==> src/rtl/alarm_set_entry.sv <==
// Alarm-time entry: mode/inc buttons edit a shadow HH:MM copy, committed on the last mode press.
// Editing is abandoned after ten idle seconds.
module alarm_set_entry #(
  parameter int DATA_W = 6
) (
  input  logic              clk,
  input  logic              reset,
  input  logic              mode_btn,
  input  logic              inc_btn,
  input  logic              tick_1hz,
  output logic [DATA_W-1:0] a0,
  output logic [DATA_W-1:0] a1,
  output logic [DATA_W-1:0] a2,
  output logic [DATA_W-1:0] a3,
  output logic [DATA_W-1:0] d0,
  output logic [DATA_W-1:0] d1,
  output logic [DATA_W-1:0] d2,
  output logic [DATA_W-1:0] d3,
  output logic              editing,
  output logic [1:0]        sel
);

  localparam logic [2:0] IDLE    = 3'd0;
  localparam logic [2:0] EDIT_HT = 3'd1;
  localparam logic [2:0] EDIT_HU = 3'd2;
  localparam logic [2:0] EDIT_MT = 3'd3;
  localparam logic [2:0] EDIT_MU = 3'd4;

  logic [2:0]        state, state_n;
  logic [DATA_W-1:0] s0, s1, s2, s3;
  logic [DATA_W-1:0] s0_n, s1_n, s2_n, s3_n;
  logic [DATA_W-1:0] a0_n, a1_n, a2_n, a3_n;
  logic [3:0]        tcnt, tcnt_n;
  logic              mode_btn_p1, inc_btn_p1;
  logic              mode_edge, inc_edge;

  function automatic logic [DATA_W-1:0] wrap_inc(input logic [DATA_W-1:0] v,
                                                 input logic [DATA_W-1:0] maxv);
    return (v >= maxv) ? '0 : v + 1'b1;
  endfunction

  assign mode_edge = mode_btn & ~mode_btn_p1;
  assign inc_edge  = inc_btn & ~inc_btn_p1;

  always_comb begin
    state_n = state;
    s0_n = s0; s1_n = s1; s2_n = s2; s3_n = s3;
    a0_n = a0; a1_n = a1; a2_n = a2; a3_n = a3;
    tcnt_n = tcnt;
    case (state)
      IDLE: begin
        if (mode_edge) begin
          state_n = EDIT_HT;
          s0_n = a0; s1_n = a1; s2_n = a2; s3_n = a3;
          tcnt_n = '0;
        end
      end
      EDIT_HT, EDIT_HU, EDIT_MT, EDIT_MU: begin
        // Mode wins over inc; either edge restarts the inactivity timer.
        if (mode_edge) begin
          tcnt_n = '0;
          case (state)
            EDIT_HT: state_n = EDIT_HU;
            EDIT_HU: state_n = EDIT_MT;
            EDIT_MT: state_n = EDIT_MU;
            default: begin
              state_n = IDLE;
              a0_n = s0; a1_n = s1; a2_n = s2; a3_n = s3;
            end
          endcase
        end else if (inc_edge) begin
          tcnt_n = '0;
          case (state)
            EDIT_HT: begin
              s3_n = wrap_inc(s3, DATA_W'(2));
              if (s3_n == DATA_W'(2) && s2 > DATA_W'(3)) s2_n = DATA_W'(3);
            end
            EDIT_HU: s2_n = wrap_inc(s2, (s3 == DATA_W'(2)) ? DATA_W'(3) : DATA_W'(9));
            EDIT_MT: s1_n = wrap_inc(s1, DATA_W'(5));
            default: s0_n = wrap_inc(s0, DATA_W'(9));
          endcase
        end else if (tick_1hz) begin
          if (tcnt == 4'd9) begin
            state_n = IDLE;
            tcnt_n  = '0;
          end else begin
            tcnt_n = tcnt + 4'd1;
          end
        end
      end
      default: state_n = IDLE;
    endcase
  end

  always_ff @(posedge clk) begin
    if (reset) begin
      state <= IDLE;
      a0 <= '0; a1 <= '0; a2 <= '0; a3 <= '0;
      s0 <= '0; s1 <= '0; s2 <= '0; s3 <= '0;
      tcnt <= '0;
      mode_btn_p1 <= 1'b1;
      inc_btn_p1  <= 1'b1;
    end else begin
      state <= state_n;
      a0 <= a0_n; a1 <= a1_n; a2 <= a2_n; a3 <= a3_n;
      s0 <= s0_n; s1 <= s1_n; s2 <= s2_n; s3 <= s3_n;
      tcnt <= tcnt_n;
      mode_btn_p1 <= mode_btn;
      inc_btn_p1  <= inc_btn;
    end
  end

  assign editing = (state != IDLE);
  assign d0 = editing ? s0 : a0;
  assign d1 = editing ? s1 : a1;
  assign d2 = editing ? s2 : a2;
  assign d3 = editing ? s3 : a3;

  always_comb begin
    case (state)
      EDIT_HT: sel = 2'd3;
      EDIT_HU: sel = 2'd2;
      EDIT_MT: sel = 2'd1;
      default: sel = 2'd0;
    endcase
  end

endmodule

==> config.mk <==
export PLATFORM = sky130hd
export DESIGN_NAME = alarm_set_entry
export DESIGN_NICKNAME = d
export VERILOG_FILES = /design/src/rtl/alarm_set_entry.sv
export SDC_FILE = /design/constraint.sdc
export NUM_CORES = 1
export LEC_CHECK = 0
export BUFFER_PORTS_ARGS = -buffer_cell sky130_fd_sc_hd__buf_2
export CAP_MARGIN = 20
export CORE_UTILIZATION = 55
export CTS_BUF_LIST = sky130_fd_sc_hd__clkbuf_8
export DETAILED_ROUTE_END_ITERATION = 10
export GPL_TIMING_DRIVEN = 0
export PLACE_DENSITY = 0.78
export SLEW_MARGIN = 20
export SYNTH_ARGS = -nofsm -noshare
export SYNTH_HDL_FRONTEND = slang
export SYNTH_SLANG_ARGS = --single-unit
==> constraint.sdc <==
create_clock -name clk -period 2.6 [get_ports clk]
set_clock_uncertainty 0.2 [all_clocks]
set_input_delay 0 -clock clk [delete_from_list [all_inputs] [get_ports clk]]
set_output_delay 0 -clock clk [all_outputs]
set_load 0.02 [all_outputs]
==> impl_metrics.yaml <==
status:
  status: "complete, no violations"
floorplan:
  rows: 26
  dieArea_um2: 5900
  start_util_pct: 58.8
  die_h_um: 76.8
  core_um2: 5240
  io_pins: 56
  die_w_um: 76.8
clock_tree:
  post_cts_buffers: 0
  cts_tree: "yes"
  clk_latency_ps: 330
  root_buffer: "clkbuf_8"
  cts_buffers: 9
  path_clk_slew_ps: 60
  clk_path_buf_depth: 2
  cts.sinks: 57
  htreeDepth: 3
pwr:
  p_clk_share_pct: 40.3
  combPwrFrac_pct: 10.3
  cellInternalPower_uw: 1360
  swShare_pct: 26.2
  pwr_density_cell_nw_per_um2: 501
  vdd_ir_drop_max_mv: 0.392
  seq_power_share_pct: 49.3
  power_uw: 1840
  switchingPower_uw: 481
  power.leakage_uw: 0.00151
grt:
  grt_max_degree: 11
  antenna_found_initial: 0
  grt_usage_pct: 31.1
  grt.overflow.total: 0
  grt_pass1_vias: 2981
  grt_pass1_wl_um: 14400
run:
  max_cap_violations: 0
setup_path:
  arrival_ps: 2230
  rrSetupSlack_ps: 180
  reg2regPathDepth: 7
  setup.worst_path.end_class: "output pin"
  path_max_fanout: 10
  cp.required_ps: 2400
  start_kind: "register"
  path_class: "register to output pin"
  reg2reg_to: "s2[0]"
  cp-startpoint: "state[0]"
  r2r_start: "s3[0]"
detailed_routing:
  wl_um: 8750
  num_vias: 3293
  drt_iter0_drc: 311
  wire_per_inst_um: 15.6
  drc_errors: 0
  drtAntennaViolNets: 0
  firstDrtPassIters: 5
  via_per_inst: 5.88
place:
  gp_congestion: 0.957
  dp_hpwl_um: 6090
  portBuffers: 54
  postPlaceCellArea_um2: 3440
yosys:
  synth.avg_cell_area_um2: 7.37
  synth_cells: 418
  ys_types: 47
  synth_edf_count: 0
  synth_nets: 436
  yosys_register_bits: 57
  async_flop_share_pct: 0
  yosys_warnings: 0
  synth.cell_area_um2: 3080
  synth_flop_cell: "dfxtp_1"
  seq_area_frac_synth_pct: 37.0
timing:
  hold_viol: 0
  holdWs_ps: 38.3
  max-slew-margin-rel_pct: 54.1
  fin_tns_setup_ps: 0
  fmax_mhz: 411
  setup_violations: 0
  slew_viol_final: 0
  layout_min_cycle_time_ps: 2430
  tightest_slew_ps: 686
  rsz0062_at_grt: "no"
  period_share_pct: 93.5
hold_path:
  min_to: "state[0]"
  worstHoldStart: "tick_1hz"
  hold_class: "primary input to register"
  whs_path_depth: 5
layout:
  final_net_count: 506
  fillers: 479
  n_antenna_cell: 0
  stdcell_area_um2: 3670
  area_growth_pct: 19.1
  drive_gt1_share_pct: 18.4
  final_core_util_pct: 70.0
## how the worst max path moves through the flow
| stage | end | slack [ps] | cells after the start |
|---|---|---|---|
| floorplan | s2[0] | 420 | 8 |
| global placement | s2[0] | 210 | 7 |
| detailed placement | s2[0] | 220 | 7 |
| CTS | d3[0] | 7 | 6 |
| global route | s3[1] | 30 | 9 |
| finish | d3[0] | 170 | 6 |
## area by class of cell
cell class / instances / area, µm² / area share, %
plain buffers: 28 / 123 / 3.34
clock buffers: 12 / 165 / 4.50
clock inverters: 1 / 3.75 / 0.102
inverters: 14 / 52.6 / 1.43
multi-input cells: 319 / 1780 / 48.4
flip-flops and latches: 57 / 1140 / 31.1
well taps: 70 / 87.6 / 2.39
repair buffers: 59 / 320 / 8.73
## sequential cells by signal, summed over array words and instances, names as in the netlist, 6 cells and up
| signal | count |
|---|---|
| a3 | 6 |
| a2 | 6 |
| s1 | 6 |
| a0 | 6 |
| a1 | 6 |
| s3 | 6 |
| s2 | 6 |
| s0 | 6 |
## synthesized netlist by cell type, types with 2 or more instances
| cell | instances | area share (%) |
|---|---|---|
| a221oi_1 | 7 | 2.0 |
| o211ai_1 | 2 | 0.49 |
| a21oi_1 | 45 | 7.3 |
| nor3_1 | 7 | 1.1 |
| o2111ai_1 | 2 | 0.57 |
| nor3b_1 | 3 | 0.73 |
| xnor2_1 | 8 | 2.3 |
| inv_1 | 14 | 1.7 |
| o21a_1 | 2 | 0.49 |
| nand3_1 | 16 | 2.6 |
| a21oi_2 | 2 | 0.57 |
| nand2b_1 | 7 | 1.4 |
| buf_2 | 3 | 0.49 |
| nor2_1 | 24 | 2.9 |
| ha_1 | 13 | 5.3 |
| a211oi_1 | 12 | 2.9 |
| o21ai_0 | 19 | 3.1 |
| dfxtp_1 | 57 | 37 |
| nor2b_1 | 6 | 1.2 |
| clkbuf_1 | 23 | 2.8 |
| or2_2 | 3 | 0.61 |
| nand4_1 | 5 | 1.0 |
| nand2_1 | 114 | 14 |
## per-stage QoR
stage | setup WS, ps | std cells
6_report | 168 | 560
5_1_grt | 31.2 | 560
4_1_cts | 7.09 | 560
3_5_place_dp | 215 | 542
3_3_place_gp | 211 | 542
2_1_floorplan | 422 | 418
## critical path, cell delays in order, from the launching register on
cell and delay [ps]:
dfxtp_1 300, buf_2 170, nor3_1 250, clkbuf_2 320
clkbuf_1 450, o21ai_0 200, buf_2 200
## logic make-up after synthesis
kind of cell | count (synthesis) | share of synthesized area (%)
xor gates and xnor gates | 8 | 2.27
adders and majority gates | 13 | 5.28
DFF | 57 | 37.0
and+or+nand+nor | 195 | 28.6
buffers and inverters | 42 | 5.48
AOI/OAI and AO/OA | 103 | 21.3
## per-layer routing
| metal | part of all wire (%) | global-route usage [%] | vias to the layer above |
|---|---|---|---|
| li1 | - | - | 1576 |
| met1 | 44 | 39.4 | 1537 |
| met2 | 47 | 51.3 | 158 |
| met3 | 6.6 | 4.88 | 22 |
| met4 | 2.7 | 14.8 | 0 |
| met5 | 0 | 0 | - |
## layout by cell type (no fill, tap or decap), types with 5 or more instances in the layout
cell type / count
a221oi_1: 7
o21ai_0: 19
xnor2_1: 8
a21oi_1: 45
nand4_1: 5
nand2b_1: 7
dfxtp_1: 57
nor2_1: 24
a211oi_1: 11
clkbuf_1: 18
nor3_1: 7
nand3_1: 16
ha_1: 13
inv_1: 15
clkbuf_8: 12
buf_2: 57
clkbuf_2: 5
nand2_1: 114
dlygate4sd3_1: 5
nor2b_1: 6
## power groups by stage
stage	Clock, µW	Sequential (µW)	Combinational [µW]
CTS	742	906	184
finish	741	906	190
floorplan	0	920	127
global route	789	908	208
detailed placement	0	925	177
global placement	0	925	173
## repair_timing
item,4_1_cts,5_1_grt
endpoints found under the setup margin,6,27
endpoints found under the hold margin,5,0
hold buffers,5,0
resized for setup,1,9
Power figures use the tool's default switching activity.
